==> config.mk <==
export PLATFORM = sky130hd
export DESIGN_NAME = ppu_frame_timer
export DESIGN_NICKNAME = d
export VERILOG_FILES = /design/src/rtl/ppu_timing_pkg.sv /design/src/rtl/ppu_dot_divider.sv /design/src/rtl/ppu_frame_timer.sv
export SDC_FILE = /design/constraint.sdc
export NUM_CORES = 1
export LEC_CHECK = 0
export CORE_ASPECT_RATIO = 0.6
export CORE_MARGIN = 4
export CORE_UTILIZATION = 30
export CTS_BUF_LIST = sky130_fd_sc_hd__clkbuf_4 sky130_fd_sc_hd__clkbuf_8
export CTS_CLUSTER_DIAMETER = 40
export CTS_CLUSTER_SIZE = 30
export DETAILED_ROUTE_END_ITERATION = 10
export PLACE_DENSITY = 0.58
export SETUP_SLACK_MARGIN = 0.4
export SLEW_MARGIN = 25
export SYNTH_ARGS = -nofsm -noshare
export SYNTH_HDL_FRONTEND = slang
export SYNTH_SLANG_ARGS = --single-unit
==> constraint.sdc <==
create_clock -name CLK -period 3.15 [get_ports CLK]
set_input_delay 0.7875 -clock CLK [delete_from_list [all_inputs] [get_ports CLK]]
set_output_delay 0.7875 -clock CLK [all_outputs]
set_load 0.005 [all_outputs]
==> src/rtl/ppu_timing_pkg.sv <==
// Shared frame-timing constants, region encoding and position typedef for the
// PPU frame timer and its divider.
package ppu_timing_pkg;

  localparam int DEF_DIV_NTSC      = 4;
  localparam int DEF_DIV_PAL       = 5;
  localparam int DEF_DOTS_PER_LINE = 341;
  localparam int DEF_LINES_NTSC    = 262;
  localparam int DEF_LINES_PAL     = 312;
  localparam int DEF_VBLANK_LINE   = 241;
  localparam int DEF_CNT_W         = 9;

  typedef enum logic {
    REGION_NTSC = 1'b0,
    REGION_PAL  = 1'b1
  } region_e;

  typedef struct packed {
    logic [DEF_CNT_W-1:0] line;
    logic [DEF_CNT_W-1:0] dot;
  } dot_line_t;

endpackage

==> src/rtl/ppu_dot_divider.sv <==
// Master-clock divider: emits one dot_ce per DIV_NTSC or DIV_PAL clocks,
// the modulus chosen by the latched region.
module ppu_dot_divider #(
  parameter int DIV_NTSC = 4,
  parameter int DIV_PAL  = 5
) (
  input  logic CLK,
  input  logic RST,
  input  logic region_q,
  output logic dot_ce
);

  localparam int DIV_MAX = (DIV_NTSC > DIV_PAL) ? DIV_NTSC : DIV_PAL;
  localparam int DIV_W   = (DIV_MAX > 1) ? $clog2(DIV_MAX) : 1;
  localparam logic [DIV_W-1:0] TOP_NTSC = DIV_W'(DIV_NTSC - 1);
  localparam logic [DIV_W-1:0] TOP_PAL  = DIV_W'(DIV_PAL - 1);

  logic [DIV_W-1:0] count;
  logic [DIV_W-1:0] countTop;

  // region_q only changes on the dot_ce that wraps the frame, when count
  // is returning to 0, so the modulus switch never truncates a dot.
  assign countTop = region_q ? TOP_PAL : TOP_NTSC;
  assign dot_ce   = (count == countTop);

  always_ff @(posedge CLK or negedge RST) begin
    if (!RST) begin
      count <= '0;
    end else if (dot_ce) begin
      count <= '0;
    end else begin
      count <= count + DIV_W'(1);
    end
  end

endmodule

==> src/rtl/ppu_frame_timer.sv <==
// PPU frame timer: dot/scanline counters, vblank/NMI generation, odd-frame
// dot skip and runtime NTSC/PAL geometry selection.
module ppu_frame_timer
  import ppu_timing_pkg::*;
#(
  parameter int DIV_NTSC      = DEF_DIV_NTSC,
  parameter int DIV_PAL       = DEF_DIV_PAL,
  parameter int DOTS_PER_LINE = DEF_DOTS_PER_LINE,
  parameter int LINES_NTSC    = DEF_LINES_NTSC,
  parameter int LINES_PAL     = DEF_LINES_PAL,
  parameter int VBLANK_LINE   = DEF_VBLANK_LINE,
  parameter int CNT_W         = DEF_CNT_W
) (
  input  logic             CLK,
  input  logic             RST,
  input  logic             region_pal,
  input  logic             render_en,
  input  logic             nmi_en,
  input  logic             status_rd,
  output logic             dot_ce,
  output logic [CNT_W-1:0] dot,
  output logic [CNT_W-1:0] line,
  output logic             visible,
  output logic             prerender,
  output logic             vblank,
  output logic             set_vblank,
  output logic             clear_vblank,
  output logic             nmi_n,
  output logic             frame_odd,
  output logic             region_q
);

  localparam logic [CNT_W-1:0] DOT_LAST   = CNT_W'(DOTS_PER_LINE - 1);
  localparam logic [CNT_W-1:0] DOT_SKIP   = CNT_W'(DOTS_PER_LINE - 2);
  localparam logic [CNT_W-1:0] LAST_NTSC  = CNT_W'(LINES_NTSC - 1);
  localparam logic [CNT_W-1:0] LAST_PAL   = CNT_W'(LINES_PAL - 1);
  localparam logic [CNT_W-1:0] VBL_LINE   = CNT_W'(VBLANK_LINE);
  // The post-render line sits just before the vblank line; everything
  // above it is visible (240 with the default geometry).
  localparam logic [CNT_W-1:0] POST_LINE  = CNT_W'(VBLANK_LINE - 1);

  region_e          regionQ;
  logic [CNT_W-1:0] lastLine;
  logic             atLastLine;
  logic             atLastDot;
  logic             skipDot;
  logic             atSetPoint;
  logic             raceSeen;

  ppu_dot_divider #(
    .DIV_NTSC (DIV_NTSC),
    .DIV_PAL  (DIV_PAL)
  ) u_divider (
    .CLK      (CLK),
    .RST      (RST),
    .region_q (region_q),
    .dot_ce   (dot_ce)
  );

  always_comb begin
    lastLine     = (regionQ == REGION_PAL) ? LAST_PAL : LAST_NTSC;
    atLastLine   = (line == lastLine);
    atLastDot    = (dot == DOT_LAST);
    skipDot      = (regionQ == REGION_NTSC) && render_en && frame_odd &&
                   atLastLine && (dot == DOT_SKIP);
    atSetPoint   = (line == VBL_LINE) && (dot == '0);
    // A status read anywhere in the set dot period (including its dot_ce
    // clock) cancels this frame's vblank set.
    set_vblank   = dot_ce && atSetPoint && !(raceSeen || status_rd);
    clear_vblank = dot_ce && atLastLine && (dot == '0);
  end

  assign region_q  = (regionQ == REGION_PAL);
  assign visible   = (line < POST_LINE);
  assign prerender = atLastLine;
  assign nmi_n     = !(vblank && nmi_en);

  always_ff @(posedge CLK or negedge RST) begin
    if (!RST) begin
      dot       <= '0;
      line      <= '0;
      frame_odd <= 1'b0;
      regionQ   <= REGION_NTSC;
      vblank    <= 1'b0;
      raceSeen  <= 1'b0;
    end else begin
      if (dot_ce) begin
        if (atLastDot || skipDot) begin
          dot <= '0;
          if (atLastLine) begin
            line      <= '0;
            frame_odd <= ~frame_odd;
            regionQ   <= region_e'(region_pal);
          end else begin
            line <= line + CNT_W'(1);
          end
        end else begin
          dot <= dot + CNT_W'(1);
        end
      end

      if (dot_ce && atSetPoint) begin
        raceSeen <= 1'b0;
      end else if (status_rd && atSetPoint) begin
        raceSeen <= 1'b1;
      end

      if (clear_vblank || status_rd) begin
        vblank <= 1'b0;
      end else if (set_vblank) begin
        vblank <= 1'b1;
      end
    end
  end

endmodule

# Word level (Yosys, flattened, before mapping)
# Cells that the tools add are included.
# word_totals
register_bits,25
in_bits,6
out_inout_bits,27
wordCells,48
# op_classes
addsub,3
order_cmp,1
eq_ne,5
muxes,9
bitwise_logic,2
n_reduce_logical,21
# ops
op,count
"adder 9 x 1 -> 9 bit, second input constant",2
"equality test 9 bit, second input constant",2
2-to-1 mux 9 bit,2
logical AND 1 bit,11
"equality test 9 x 8 -> 1 bit, second input constant",1
equality test 9 bit,1
logical NOT 9 bit,1
"< comparator 9 x 8 -> 1 bit, second input constant",1
2-to-1 mux 3 bit,2
2-to-1 mux 6 bit,1
2-to-1 mux 1 bit,4
nonzero test 2 bit,2
"adder 3 x 1 -> 3 bit, second input constant",1
equality test 3 bit,1
logical OR 1 bit,3
AND reduction 3 bit,1
logical NOT 1 bit,2
inverter 1 bit,2
AND reduction 2 bit,1

# Logic depth before layout (Yosys ltp)
# depth
word_depth,7
ltp_mapped,8
mapped_depth_nobuf,7

# Hierarchy
# From an unflattened synthesis, not the netlist that was laid out.
# hier_totals
hier_cells,143
hier_area_um2,1397.6
# modules_own_cells
module,n_inst,cells_per_inst,area_per_inst_um2,seq_area_each_um2
ppu_frame_timer,1,130,1247.4,550.5
ppu_dot_divider,1,13,150.1,75.1

# Worst setup path after synthesis
# Ideal clock, no wire load.
# synth_path
kind,flip-flop to output port
start,"reg regionQ, in the netlist region_q"
end,out set_vblank
arrival_ns,1.826
t_required_ns,2.362
path_slack_ns,0.537
stages_incl_launch_ff,6
path_buffers,1
cell_sequence,dfrtp_1 or4bb_1 and2_1 clkbuf_1 or4_1 nor2_1
# synth_between
elab_chain_len,4
# synth_rtl
element,line,rtl
start: declaration,ppu_frame_timer.sv:42,region_e regionQ;
start signal: assignment,ppu_frame_timer.sv:93,regionQ <= region_e'(region_pal);
2-to-1 mux 3 bit,ppu_dot_divider.sv:23,assign countTop = region_q ? TOP_PAL : TOP_NTSC;
equality test 3 bit,ppu_dot_divider.sv:24,assign dot_ce = (count == countTop);
logical AND 1 bit (2 in series),ppu_frame_timer.sv:69,set_vblank = dot_ce && atSetPoint && !(raceSeen || status_rd);
end: declaration,ppu_frame_timer.sv:26,"output logic set_vblank,"
# Every way passes these cells.

# Worst setup path after layout
# Ends and elaborated chain as after synthesis.

==> reports/qor.txt <==
P_leak: 0.0008684 uW
Initial antenna violation count: 0
Synthesized instance count: 139
Critical path cell sequence: or4bb_1 -> and2_4 -> or4_4 -> nor2_2 -> buf_2
Placed cell areas: 1833 sq um
Ys flop type: dfrtp_1
Ratio of cells with drive above 1 in the final layout: 0.2296
Synthesized area: 1355 sq um
Slew @ Worst Pin: 0.3407 ns
Fmax achieved: 344.9 MHz
Die Height: 60.06 um
Die ar.: 5692 sq um
TritonCTS clock tree: yes
CTS clk-pin slew, worst paths: 0.08 ns
Initial DRT Pass Iterations: 4
Kind of critical path: reg2out
Peak VDD IR: 0.2645 mV
Post-synth cell types: 41
Status: complete, no violations
CTS max path bufs: 2
WL per Instance: 14.25 um
Slew HR: 0.7728
Clock Latency Late Sink: 0.27 ns
Hold Violations, Final: 0
M1 WL: 1808 um
Data required, critical path: 2.36 ns
Critical path capture point type: primary output
First-pass GRT wire length: 6099 um
Flops & latches, synth: 25
Residual DRC count: 0
Hold crit path type: reg2reg
CTS root buf: clkbuf_8
Synth-to-layout area growth: 47.83%
Final wirelength: 3647 um
Critical path's slowest cell: or4_4
Min Tclk post-route: 2.899 ns
CP max stage delay: 0.52 ns
Clock Skew: 0.005802 ns
H-Tree Depth: 1
DR WL met2: 1551 um
GR Util All Layers: 0.1417
GPL Wtd Cong: 0.8368
WP data arrival: 2.11 ns
Mean Syn Cell Area: 9.749 sq um
RSZ-0062 raised after global routing: yes
Top cell type's share of synthesized area: 0.4617
Power Density: 493.6 nW/um^2
Post-layout util: 0.4731
Yosys warnings: 0
Vias in the first global route: 1202
Dpl hpwl: 2693 um
Met3 WL: 247 um
Final period utilization: 0.9203
Num CTS Buffers: 3
Async S/R FF share, synth: 1.000
Slew Limit Fails: 0
Cell taking the most area after synthesis: dfrtp_1
Initial Utilization: 0.3200
# diodes: 0
Startpoint types: flop
Crit Path Max Fanout: 3
Post-synth net total: 150
Grt ovf: 0
Post-synth EDFFs: 0
Synth top area cells: dfrtp_1 46%, ha_1 4.6%, nand2_1 3.3%, nor2_1 3.3%, xnor2_1 3.2%
# hold bufs at CTS: 0
Initial drt markers: 83
Most common cell in the synthesized netlist: dfrtp_1
Total number of vias: 1251
Final Setup Violations: 0
Max layer used: met4
Max-Cap Viols: 0
Site Rows: 18
Number of top-level pins: 33
Clock Sinks: 25
Seq/Total Area, Yosys: 0.4617
IO buf count: 32
Antenna Nets Post-Route: 0
TNS Setup: 0 ns
DIE WIDTH: 94.77 um
Post-layout nets: 208
Commonest cells post-synth: 25 x dfrtp_1, 12 x nand2_1, 12 x nor2_1
Maximum number of pins on one net before global-route repair: 26
Post-DR vias/cell: 4.887
Core ar.: 4234 sq um
Cell area after layout: 2003 sq um
[metal layers]
metal | up-vias | GRT usage
met3 | 4 | 0.04025
met1 | 588 | 0.2026
met2 | 39 | 0.2104
met4 | 0 | 0.03696
li1 | 620 | -
met5 | - | 0
[layout by cell type, fill, tap and decap left out, types with 4 or more instances in the layout]
cell and instances:
a21oi_1 6, and3_1 6, buf_4 22, clkdlybuf4s50_1 28, dfrtp_1 25, ha_1 5
inv_1 5, nand2_1 12, nand3_1 7, nand4_1 5, nor2_1 11, o21ai_0 7
xnor2_1 5, xor2_1 4
[worst max-delay path, delay by kind of cell, from the launching register on]
| family | cells | cell delay (ns) |
|---|---|---|
| buf+inv | 1 | 0.11 |
| flops | 1 | 0.44 |
| simple gates | 4 | 1.29 |
[registers in the layout, summed over array words and instances, names as in the netlist]
signal           flops
dot                  9
line                 9
u_divider.count      3
frame_odd            1
raceSeen             1
region_q             1
vblank               1
[cell families after synthesis]
| group | after synthesis | synth area share |
|---|---|---|
| AO/OA/AOI/OAI | 26 | 0.1237 |
| XOR/XNOR | 9 | 0.05817 |
| adder cells (fa/ha/maj) | 5 | 0.04617 |
| buffers and inverters | 10 | 0.03324 |
| flip-flops | 25 | 0.4617 |
| multiplexers | 2 | 0.01570 |
| AND/OR/NAND/NOR | 62 | 0.2613 |
[power by group]
group	switching (uW)	total [uW]	internal [uW]
registers	46.2	421	375
logic	172	370	198
clock network	98.9	198	99.1
[worst paths after layout]
check,from,to,slack [ns],cells after the start
max,region_q,set_vblank,0.25,5
min,frame_odd,frame_odd,0.52,1
max reg2reg,region_q,region_q,0.49,6
min reg2reg,frame_odd,frame_odd,0.52,1
max in group asynchronous,RST,line[5],2.03,2
min in group asynchronous,RST,dot[7],0.87,2
[timing repair]
action,in CTS,in global routing
setup buffers,11,0
gates cloned,0,0
endpoints found under the setup margin,4,3
resized for setup,24,1
pin swaps,6,5
[through the flow]
| stage | setup WS, ns | std cells | hold slack, ns | power, uW |
|---|---|---|---|---|
| floorplan | 0.5366 | 139 | 0.4395 | 596.5 |
| global placement | 0.1256 | 241 | 0.4527 | 772.0 |
| detailed placement | 0.08755 | 241 | 0.4758 | 781.9 |
| CTS | 0.2266 | 256 | 0.5222 | 1004 |
| global route | 0.1579 | 256 | 0.5530 | 1062 |
| finish | 0.2510 | 256 | 0.5159 | 988.8 |
[cell type report]
| class | count | area, sq um |
|---|---|---|
| fillers | 433 | 2231 |
| repair buffers | 57 | 509.2 |
| flip-flops and latches | 25 | 625.6 |
| clock buffers | 4 | 48.80 |
| multi-input cells | 104 | 719.4 |
| inverters | 6 | 25.02 |
| well taps | 60 | 75.07 |
No activity file was read; power rests on OpenSTA's default activity.
